--- config.mk ---
export PLATFORM = sky130hd
export DESIGN_NAME = bcd_scan_display
export DESIGN_NICKNAME = d
export VERILOG_FILES = /design/src/rtl/bcd_scan_display.sv
export SDC_FILE = /design/constraint.sdc
export NUM_CORES = 1
export LEC_CHECK = 0
export CAP_MARGIN = 5
export CELL_PAD_IN_SITES_DETAIL_PLACEMENT = 1
export CELL_PAD_IN_SITES_GLOBAL_PLACEMENT = 2
export CORE_UTILIZATION = 35
export DETAILED_ROUTE_END_ITERATION = 10
export PLACE_DENSITY_LB_ADDON = 0.1
export SLEW_MARGIN = 15
export SYNTH_ARGS = -nofsm -noshare
export SYNTH_HDL_FRONTEND = slang
export SYNTH_SLANG_ARGS = --single-unit
--- constraint.sdc ---
create_clock -name s00_axi_aclk -period 6.6 [get_ports s00_axi_aclk]
set_clock_uncertainty 0.15 [all_clocks]
set_input_delay 0.66 -clock s00_axi_aclk [delete_from_list [all_inputs] [get_ports s00_axi_aclk]]
set_output_delay 0.66 -clock s00_axi_aclk [all_outputs]
set_load 0.005 [all_outputs]
--- src/rtl/bcd_scan_display.sv ---
// Time-multiplexed multi-digit 7-segment driver with frame-synchronised value
// updates, leading-zero suppression, blanking and a one-cycle anode guard.
module bcd_scan_display #(
  parameter int NUM_DIGITS     = 4,
  parameter int CLK_DIV        = 100000,
  parameter int HEX_EN         = 1,
  parameter int SEG_ACTIVE_LOW = 1,
  parameter int AN_ACTIVE_LOW  = 1,
  localparam int IW = (NUM_DIGITS > 1) ? $clog2(NUM_DIGITS) : 1
) (
  input  logic                      s00_axi_aclk,
  input  logic                      s00_axi_aresetn,
  input  logic [4*NUM_DIGITS-1:0]   value_in,
  input  logic [NUM_DIGITS-1:0]     dp_in,
  input  logic                      load,
  input  logic                      lz_en,
  input  logic                      blank_in,
  output logic [6:0]                seg_out,
  output logic                      dp_out,
  output logic [NUM_DIGITS-1:0]     an_out,
  output logic [IW-1:0]             digit_idx,
  output logic                      frame_done,
  output logic                      busy
);

  localparam int CW = $clog2(CLK_DIV);
  localparam logic [6:0] SEG_OFF = (SEG_ACTIVE_LOW != 0) ? 7'h7F : 7'h00;
  localparam logic DP_ON = (SEG_ACTIVE_LOW != 0) ? 1'b0 : 1'b1;
  localparam logic [NUM_DIGITS-1:0] AN_IDLE = (AN_ACTIVE_LOW != 0) ? {NUM_DIGITS{1'b1}} : {NUM_DIGITS{1'b0}};

  typedef enum logic {GUARD, SHOW} scan_state_t;

  // Kept as a named register so checkers can bind to scan_state directly.
  scan_state_t scan_state;

  logic [CW-1:0]             prescale;
  logic [4*NUM_DIGITS-1:0]   shadow_val, pending_val;
  logic [NUM_DIGITS-1:0]     shadow_dp, pending_dp;
  logic [NUM_DIGITS-1:0]     lead_zero, an_sel;
  logic                      above_zero;
  logic                      tick, wrap, suppress, cur_dp;
  logic [3:0]                cur_code;
  logic [IW-1:0]             next_idx;
  logic [6:0]                show_seg;
  logic                      show_dp;
  logic [NUM_DIGITS-1:0]     show_an;

  function automatic logic [6:0] decode_hi(input logic [3:0] code);
    case (code)
      4'h0: decode_hi = 7'h7E;
      4'h1: decode_hi = 7'h30;
      4'h2: decode_hi = 7'h6D;
      4'h3: decode_hi = 7'h79;
      4'h4: decode_hi = 7'h33;
      4'h5: decode_hi = 7'h5B;
      4'h6: decode_hi = 7'h5F;
      4'h7: decode_hi = 7'h70;
      4'h8: decode_hi = 7'h7F;
      4'h9: decode_hi = 7'h7B;
      4'hA: decode_hi = (HEX_EN != 0) ? 7'h77 : 7'h01;
      4'hB: decode_hi = (HEX_EN != 0) ? 7'h1F : 7'h01;
      4'hC: decode_hi = (HEX_EN != 0) ? 7'h4E : 7'h01;
      4'hD: decode_hi = (HEX_EN != 0) ? 7'h3D : 7'h01;
      4'hE: decode_hi = (HEX_EN != 0) ? 7'h4F : 7'h01;
      default: decode_hi = (HEX_EN != 0) ? 7'h47 : 7'h01;
    endcase
  endfunction

  assign tick     = (prescale == CW'(CLK_DIV - 1));
  assign wrap     = (digit_idx == IW'(NUM_DIGITS - 1));
  assign next_idx = wrap ? '0 : digit_idx + 1'b1;
  assign cur_code = shadow_val[4*int'(digit_idx) +: 4];
  assign cur_dp   = shadow_dp[digit_idx];

  // A digit is a leading zero when it and every more significant digit are 0.
  always_comb begin
    lead_zero  = '0;
    above_zero = 1'b1;
    for (int i = NUM_DIGITS - 1; i > 0; i--) begin
      above_zero   = above_zero && (shadow_val[4*i +: 4] == 4'd0);
      lead_zero[i] = above_zero;
    end
  end

  always_comb begin
    an_sel = '0;
    for (int i = 0; i < NUM_DIGITS; i++) begin
      an_sel[i] = (int'(digit_idx) == i);
    end
  end

  assign suppress = lz_en && lead_zero[digit_idx];
  assign show_seg = suppress ? SEG_OFF :
                    ((SEG_ACTIVE_LOW != 0) ? ~decode_hi(cur_code) : decode_hi(cur_code));
  assign show_dp  = cur_dp ? DP_ON : ~DP_ON;
  // A suppressed digit keeps its anode only when it still has a dp to show.
  assign show_an  = (blank_in || (suppress && !cur_dp)) ? AN_IDLE :
                    ((AN_ACTIVE_LOW != 0) ? ~an_sel : an_sel);

  // load is a valid-only strobe (no ready): it is always accepted the cycle it
  // is high; busy merely reports a capture still waiting for the frame boundary.
  always_ff @(posedge s00_axi_aclk or negedge s00_axi_aresetn) begin
    if (!s00_axi_aresetn) begin
      scan_state  <= GUARD;
      prescale    <= '0;
      digit_idx   <= '0;
      shadow_val  <= '0;
      shadow_dp   <= '0;
      pending_val <= '0;
      pending_dp  <= '0;
      busy        <= 1'b0;
      frame_done  <= 1'b0;
      seg_out     <= SEG_OFF;
      dp_out      <= ~DP_ON;
      an_out      <= AN_IDLE;
    end else begin
      frame_done <= 1'b0;
      prescale   <= tick ? '0 : prescale + 1'b1;

      if (load) begin
        pending_val <= value_in;
        pending_dp  <= dp_in;
      end

      // The wrap edge is the frame boundary: a load on that very edge bypasses pending.
      if (tick && wrap) begin
        if (load) begin
          shadow_val <= value_in;
          shadow_dp  <= dp_in;
        end else if (busy) begin
          shadow_val <= pending_val;
          shadow_dp  <= pending_dp;
        end
        busy <= 1'b0;
      end else if (load) begin
        busy <= 1'b1;
      end

      case (scan_state)
        SHOW: begin
          if (tick) begin
            scan_state <= GUARD;
            digit_idx  <= next_idx;
            frame_done <= wrap;
            seg_out    <= SEG_OFF;
            dp_out     <= ~DP_ON;
            an_out     <= AN_IDLE;
          end else begin
            seg_out <= show_seg;
            dp_out  <= show_dp;
            an_out  <= show_an;
          end
        end
        default: begin
          scan_state <= SHOW;
          seg_out    <= show_seg;
          dp_out     <= show_dp;
          an_out     <= show_an;
        end
      endcase
    end
  end

endmodule

==> flow_summary_export.csv, run 1 <==
group,metric,value,unit
status,outcome,"finished clean",
global_route,grt_pass1_wl,11.3,mm
logic_synthesis,synth.area.top_cells,"dfrtp_1 45%, dfstp_2 9.2%, mux2_4 8.7%, mux2_2 7.5%, ha_1 4.0%",
logic_synthesis,synth-seq-area-share,0.542,
power,peakVddDrop,94.5,uV
logic_synthesis,netlist_area,0.00345,mm2
critical_path,reg2reg_from,"prescale[0]$_DFF_PN0_",
die,start_util,0.368,
placement,placed_cell_area,0.00394,mm2
critical_path,critPathCaptureType,"register",
layout,final_core_util,0.449,
global_route,grt_max_degree,75,
route,ant_nets,0,
logic_synthesis,syn_nets,289,
logic_synthesis,ys_warn_count,0,
placement,pre_cts_ws,3.37,ns
timing,tightest_slew,0.924,ns
power,power_leakage,1.86,nW
power,power,978,uW
timing,slew_headroom,0.384,
route,drc,0,
timing,fmax,360,MHz
clock_network,cts.clk_slew.worst_paths,0.08,ns
route,wirelength,6.62,mm
timing,min_period,2.78,ns
clock_network,cts_sinks,74,
route,vias,2073,
layout,antennaDiodeCount,0,
logic_synthesis,synth_edf_count,0,
timing,setup_tns,0,ns
critical_path,cp-start-kind,"input port",
timing,setup_viol_count_final,0,
die,rows,35,
layout,area_growth,22.1,%
placement,dp.cells,412,
critical_path,r2r_slack,4.02,ns
global_route,grt_pass1_vias,2131,
placement,gp_congestion,0.688,
hold_path,hp-class,"register to register",
critical_path,critPathMaxFanout,21,
route,drt_iter0_drc,70,
die,design.core.area,0.00937,mm2
clock_network,cts_resized,0,
placement,port_buffers,40,
route,via_per_inst,4.84,
die,die_h,101,um
placement,place_hpwl,4.50,mm
hold_path,holdPathEnd,"prescale[0]$_DFF_PN0_",
logic_synthesis,avgSynthCellArea,13.6,um2
logic_synthesis,yosys_register_bits,74,
critical_path,critical_path_class,"input port to register",
route,dr.pass1.iters,4,
layout,final_nets,330,
critical_path,cp.arrival,2.86,ns
clock_network,htreeDepth,3,
clock_network,cts_hold_buf,0,
power,powerDensity,232,mW/mm2
hold_path,hp-start,"prescale[0]$_DFF_PN0_",
global_route,antenna_found_initial,0,
logic_synthesis,synth.top_cell.area_share,0.450,
clock_network,cts_tree,"yes",
critical_path,worstRegToRegCells,5,
timing,period_share,0.421,
layout,fillCellCount,998,
logic_synthesis,synth_area_leader_cell,"dfrtp_1",
clock_network,clockBufferDepth,2,
clock_network,clock_latency,0.34,ns
logic_synthesis,synthCells,253,
logic_synthesis,ys_types,42,
die,dieWidth,101,um
clock_network,cts_setup_buffers,0,
layout,drive_gt1_frac,0.274,
logic_synthesis,synthArstFlopShare,1.00,
logic_synthesis,netlist_top_cells_count,"62 x dfrtp_1, 23 x mux2_2, 20 x mux2_4",
layout,final_cell_area,0.00421,mm2
logic_synthesis,synth_ff_type,"dfrtp_1",
flow_run,cap_viol_max_count,0,
hold_path,whs_path_depth,1,
critical_path,cp.required,6.68,ns
timing,drv_slew,0,
timing,hold_slack,0.312,ns
die,ios,41,
logic_synthesis,synth.most_common_cell,"dfrtp_1",
clock_network,root_buffer,"clkbuf_8",
clock_network,cts_inserted_buffers,9,
route,wl_per_cell,15.5,um
global_route,groute.usage.overall,0.146,
timing,final_hold_viol_count,0,
critical_path,r2r-end,"digit_idx[1]$_DFFE_PN0P_",
die,fp.dieArea,0.0102,mm2
global_route,overflow,0,
timing,setup_ws,3.82,ns
layout,final_cells,428,
timing,grt_setup_unrepaired,"false",
-- kinds of logic after synthesis --
group | after synthesis | synth area share
multiplexers | 51 | 0.204
XOR/XNOR | 14 | 0.0356
AO/OA/AOI/OAI | 15 | 0.0294
buffers and inverters | 19 | 0.0287
adder cells (fa/ha/maj) | 11 | 0.0399
flip-flops | 74 | 0.542
AND/OR/NAND/NOR | 69 | 0.121
-- area by class of cell --
| class | count | area (um2) | share of cell area |
|---|---|---|---|
| clock inverter | 7 | 141 | 0.0336 |
| sequential | 74 | 1870 | 0.444 |
| clock buffer | 9 | 124 | 0.0294 |
| multi-input combinational | 160 | 1480 | 0.352 |
| tap | 129 | 161 | 0.0384 |
| timing repair buffer | 41 | 403 | 0.0958 |
| inverter | 8 | 30.0 | 0.00714 |
-- worst max-delay path, stage by stage --
cell,delay (ns)
clkdlybuf4s50_1,1.07
nor2_1,0.15
or3b_4,0.62
mux2_4,0.35
-- sequential cells by signal (all words and copies together), names as in the netlist --
register	count
pending_val	16
prescale	17
digit_idx	2
seg_out	7
shadow_dp	4
shadow_val	16
frame_done	1
busy	1
pending_dp	4
dp_out	1
scan_state	1
an_out	4
-- worst max path at each step --
stage	startpoint	to	slack [ns]
3_5_place_dp	load	shadow_val[11]$_DFFE_PN0P_	3.37
6_report	load	shadow_val[9]$_DFFE_PN0P_	3.82
2_1_floorplan	digit_idx[0]$_DFFE_PN0P_	seg_out[6]$_DFF_PN1_	4.41
4_1_cts	load	shadow_val[15]$_DFFE_PN0P_	3.73
5_1_grt	load	shadow_dp[3]$_DFFE_PN0P_	3.65
3_3_place_gp	load	shadow_val[11]$_DFFE_PN0P_	3.40
-- where the power goes --
group / internal, mW / leakage (nW) / total [mW] / switching (mW)
sequential: 0.466 / 0.921 / 0.469 / 0.00285
clock: 0.289 / 0.129 / 0.464 / 0.174
combinational: 0.0249 / 0.809 / 0.0450 / 0.0201
total: 0.780 / 1.86 / 0.978 / 0.197
-- cells in the final DEF, fill, tap and decap left out, types with 2 or more instances in the layout --
master | netlist | layout
a21oi_1 | 3 | 3
and2_1 | 2 | 2
and3_1 | 5 | 5
and4_1 | 2 | 2
and4bb_2 | 2 | 2
bufinv_16 | 0 | 4
clkbuf_8 | 0 | 9
clkdlybuf4s50_1 | 0 | 39
dfrtp_1 | 62 | 62
dfstp_2 | 12 | 12
ha_1 | 11 | 11
inv_1 | 8 | 8
mux2_2 | 23 | 23
mux2_4 | 20 | 20
mux2i_1 | 3 | 3
mux4_2 | 5 | 5
nand2_1 | 8 | 8
nand3_1 | 12 | 12
nand3b_1 | 2 | 2
nand4_1 | 12 | 12
nor2_1 | 12 | 12
nor4_1 | 3 | 3
o211ai_1 | 2 | 2
o21bai_1 | 2 | 2
o31ai_1 | 2 | 2
xnor2_1 | 5 | 5
xor2_1 | 9 | 9
-- metal layers --
layer | track usage | up-vias | wire (um)
met1 | 0.212 | 1043 | 3400
li1 | - | 981 | -
met4 | 0.0669 | 0 | 89
met5 | 0 | - | 0
met3 | 0.0255 | 10 | 189
met2 | 0.212 | 39 | 2940
(Power assumes the default switching activity.)
==> run 2, diff against run 1 <==
==> constraint.sdc (replaced) <==
create_clock -name s00_axi_aclk -period 2.26 [get_ports s00_axi_aclk]
set_clock_uncertainty 0.15 [all_clocks]
set_input_delay 0.226 -clock s00_axi_aclk [delete_from_list [all_inputs] [get_ports s00_axi_aclk]]
set_output_delay 0.226 -clock s00_axi_aclk [all_outputs]
set_load 0.005 [all_outputs]
==> flow_summary_export.csv, run 2 (same netlist as run 1, synthesis figures left out) <==
group,metric,value,unit
status,outcome,"finished clean",
layout,drive_gt1_frac,0.306,
timing,fmax,464,MHz
layout,final_common_cell,"dfrtp_1",
clock_network,cts.clk_slew.worst_paths,0.08,ns
critical_path,cp.buffers_inverters,1,
route,dr.pass1.iters,4,
clock_network,root_buffer,"clkbuf_8",
placement,pre_cts_ws,0.0910,ns
critical_path,worstRegToRegCells,6,
placement,gp_congestion,0.780,
timing,grt_setup_unrepaired,"false",
clock_network,cts_tree,"yes",
clock_network,htreeDepth,3,
clock_network,cts_inserted_buffers,9,
global_route,grt_pass1_vias,2289,
critical_path,cpMaxStageDelayCell,"or3b_4",
power,power_leakage,1.90,nW
layout,largest_register_ffs,17,
global_route,antenna_found_initial,0,
timing,setup_tns,0,ns
critical_path,reg2reg_from,"prescale[0]$_DFF_PN0_",
layout,reg_top3,"prescale: 17 flops, pending_val: 16 flops, shadow_val: 16 flops",
critical_path,critPathMaxFanout,5,
route,via_per_inst,4.95,
die,ios,41,
critical_path,r2r_slack,0.10,ns
timing,min_period,2.16,ns
power,powerDensity,591,mW/mm2
global_route,grt_pass1_wl,12.0,mm
hold_path,hp-class,"input port to asynchronous set/reset pin",
global_route,grt_max_degree,75,
global_route,groute.usage.overall,0.155,
critical_path,path_cells,"ha_1 > and4_1 > nand4_1 > buf_4 > or3b_4 > mux2_4",
clock_network,clock_latency,0.34,ns
power,peakVddDrop,395,uV
die,die_h,101,um
layout,mostFrequentLayoutCells,"62 x dfrtp_1, 39 x clkdlybuf4s50_1, 23 x mux2_2, 20 x mux2_4",
timing,setup_ws,0.104,ns
layout,antennaDiodeCount,0,
route,ant_nets,0,
die,fp.dieArea,0.0102,mm2
critical_path,cp.arrival,2.23,ns
critical_path,cp.required,2.34,ns
route,vias,2193,
critical_path,max_stage_delay,0.47,ns
timing,setup_viol_count_final,0,
die,design.core.area,0.00937,mm2
critical_path,cp-start-kind,"register",
timing,drv_slew,0,
route,drc,0,
layout,area_growth,24.0,%
global_route,overflow,0,
clock_network,clockBufferDepth,2,
critical_path,critical_path_class,"register to register",
layout,largest-register,"prescale",
timing,hold_slack,0.278,ns
die,rows,35,
die,start_util,0.368,
timing,final_hold_viol_count,0,
critical_path,critPathTopFamily,"simple AND/OR/NAND/NOR gates",
placement,port_buffers,40,
route,wl_per_cell,16.5,um
timing,tightest_slew,0.585,ns
route,wirelength,7.29,mm
critical_path,r2r-end,"shadow_dp[0]$_DFFE_PN0P_",
route,drt_iter0_drc,48,
critical_path,critPathCaptureType,"register",
timing,slew_headroom,0.607,
layout,final_nets,345,
clock_network,cts_sinks,74,
placement,place_hpwl,4.84,mm
timing,period_share,0.954,
flow_run,cap_viol_max_count,0,
die,dieWidth,101,um
run 2: cell types whose count changed in the layout (fill, tap and decap cells not counted):
cell           before  now
buf_12              0    1
buf_4               1   11
bufinv_16           4    1
clkinv_2            1    3
clkinv_4            1    2
dlygate4sd3_1       0    1
or3b_4              1    4
run 2: worst max path at each step:
| stage | start | endpoint | slack, ns | depth (start not counted) |
|---|---|---|---|---|
| after global placement | prescale[0]$_DFF_PN0_ | shadow_val[6]$_DFFE_PN0P_ | 0.15 | 5 |
| after detailed placement | prescale[0]$_DFF_PN0_ | shadow_val[9]$_DFFE_PN0P_ | 0.09 | 5 |
| after CTS | prescale[0]$_DFF_PN0_ | shadow_dp[0]$_DFFE_PN0P_ | 0.08 | 5 |
| after global routing | prescale[0]$_DFF_PN0_ | shadow_dp[2]$_DFFE_PN0P_ | 0.02 | 6 |
| after floorplan | digit_idx[0]$_DFFE_PN0P_ | seg_out[6]$_DFF_PN1_ | 0.07 | 6 |
| final | prescale[0]$_DFF_PN0_ | shadow_dp[0]$_DFFE_PN0P_ | 0.10 | 6 |
run 2: layer usage:
metal / GRT usage / routed length, um
met5: 0 / 0
met4: 0.0702 / 107
met3: 0.0283 / 180
met2: 0.237 / 3340
met1: 0.214 / 3660
run 2: where the power goes:
group | total, mW | internal [mW] | switching [mW]
combinational | 0.138 | 0.0771 | 0.0609
sequential | 1.37 | 1.36 | 0.00851
clock | 1.02 | 0.508 | 0.512
total | 2.53 | 1.95 | 0.581
run 2: final cells by class:
cell class                 count  area (um2)
fill                        1004        5100
sequential                    74        1870
multi-input combinational    163        1510
timing repair buffer          53         508
tap                          129         161
clock buffer                   9         124
clock inverter                 7        70.1
inverter                       8        30.0
run 2: stage by stage:
step	total power [mW]	std cells	cell area (um2)	util
after floorplan	1.45	253	3450	-
after global placement	1.54	422	4030	0.430
final	2.53	443	4270	0.456
after global routing	2.65	443	4270	0.456
after CTS	2.57	439	4230	0.452
after detailed placement	1.54	422	4030	0.430
run 2: timing repair:
item	in CTS	in global routing
hold endpoints to repair	62	0
buffers inserted	0	1
gates resized for setup	0	3
setup endpoints to repair	0	5
hold buffers	1	0
run 2: worst min-delay path: stages:
cell	delay (ns)
dlygate4sd3_1	0.52
buf_2	0.12
buf_12	0.32
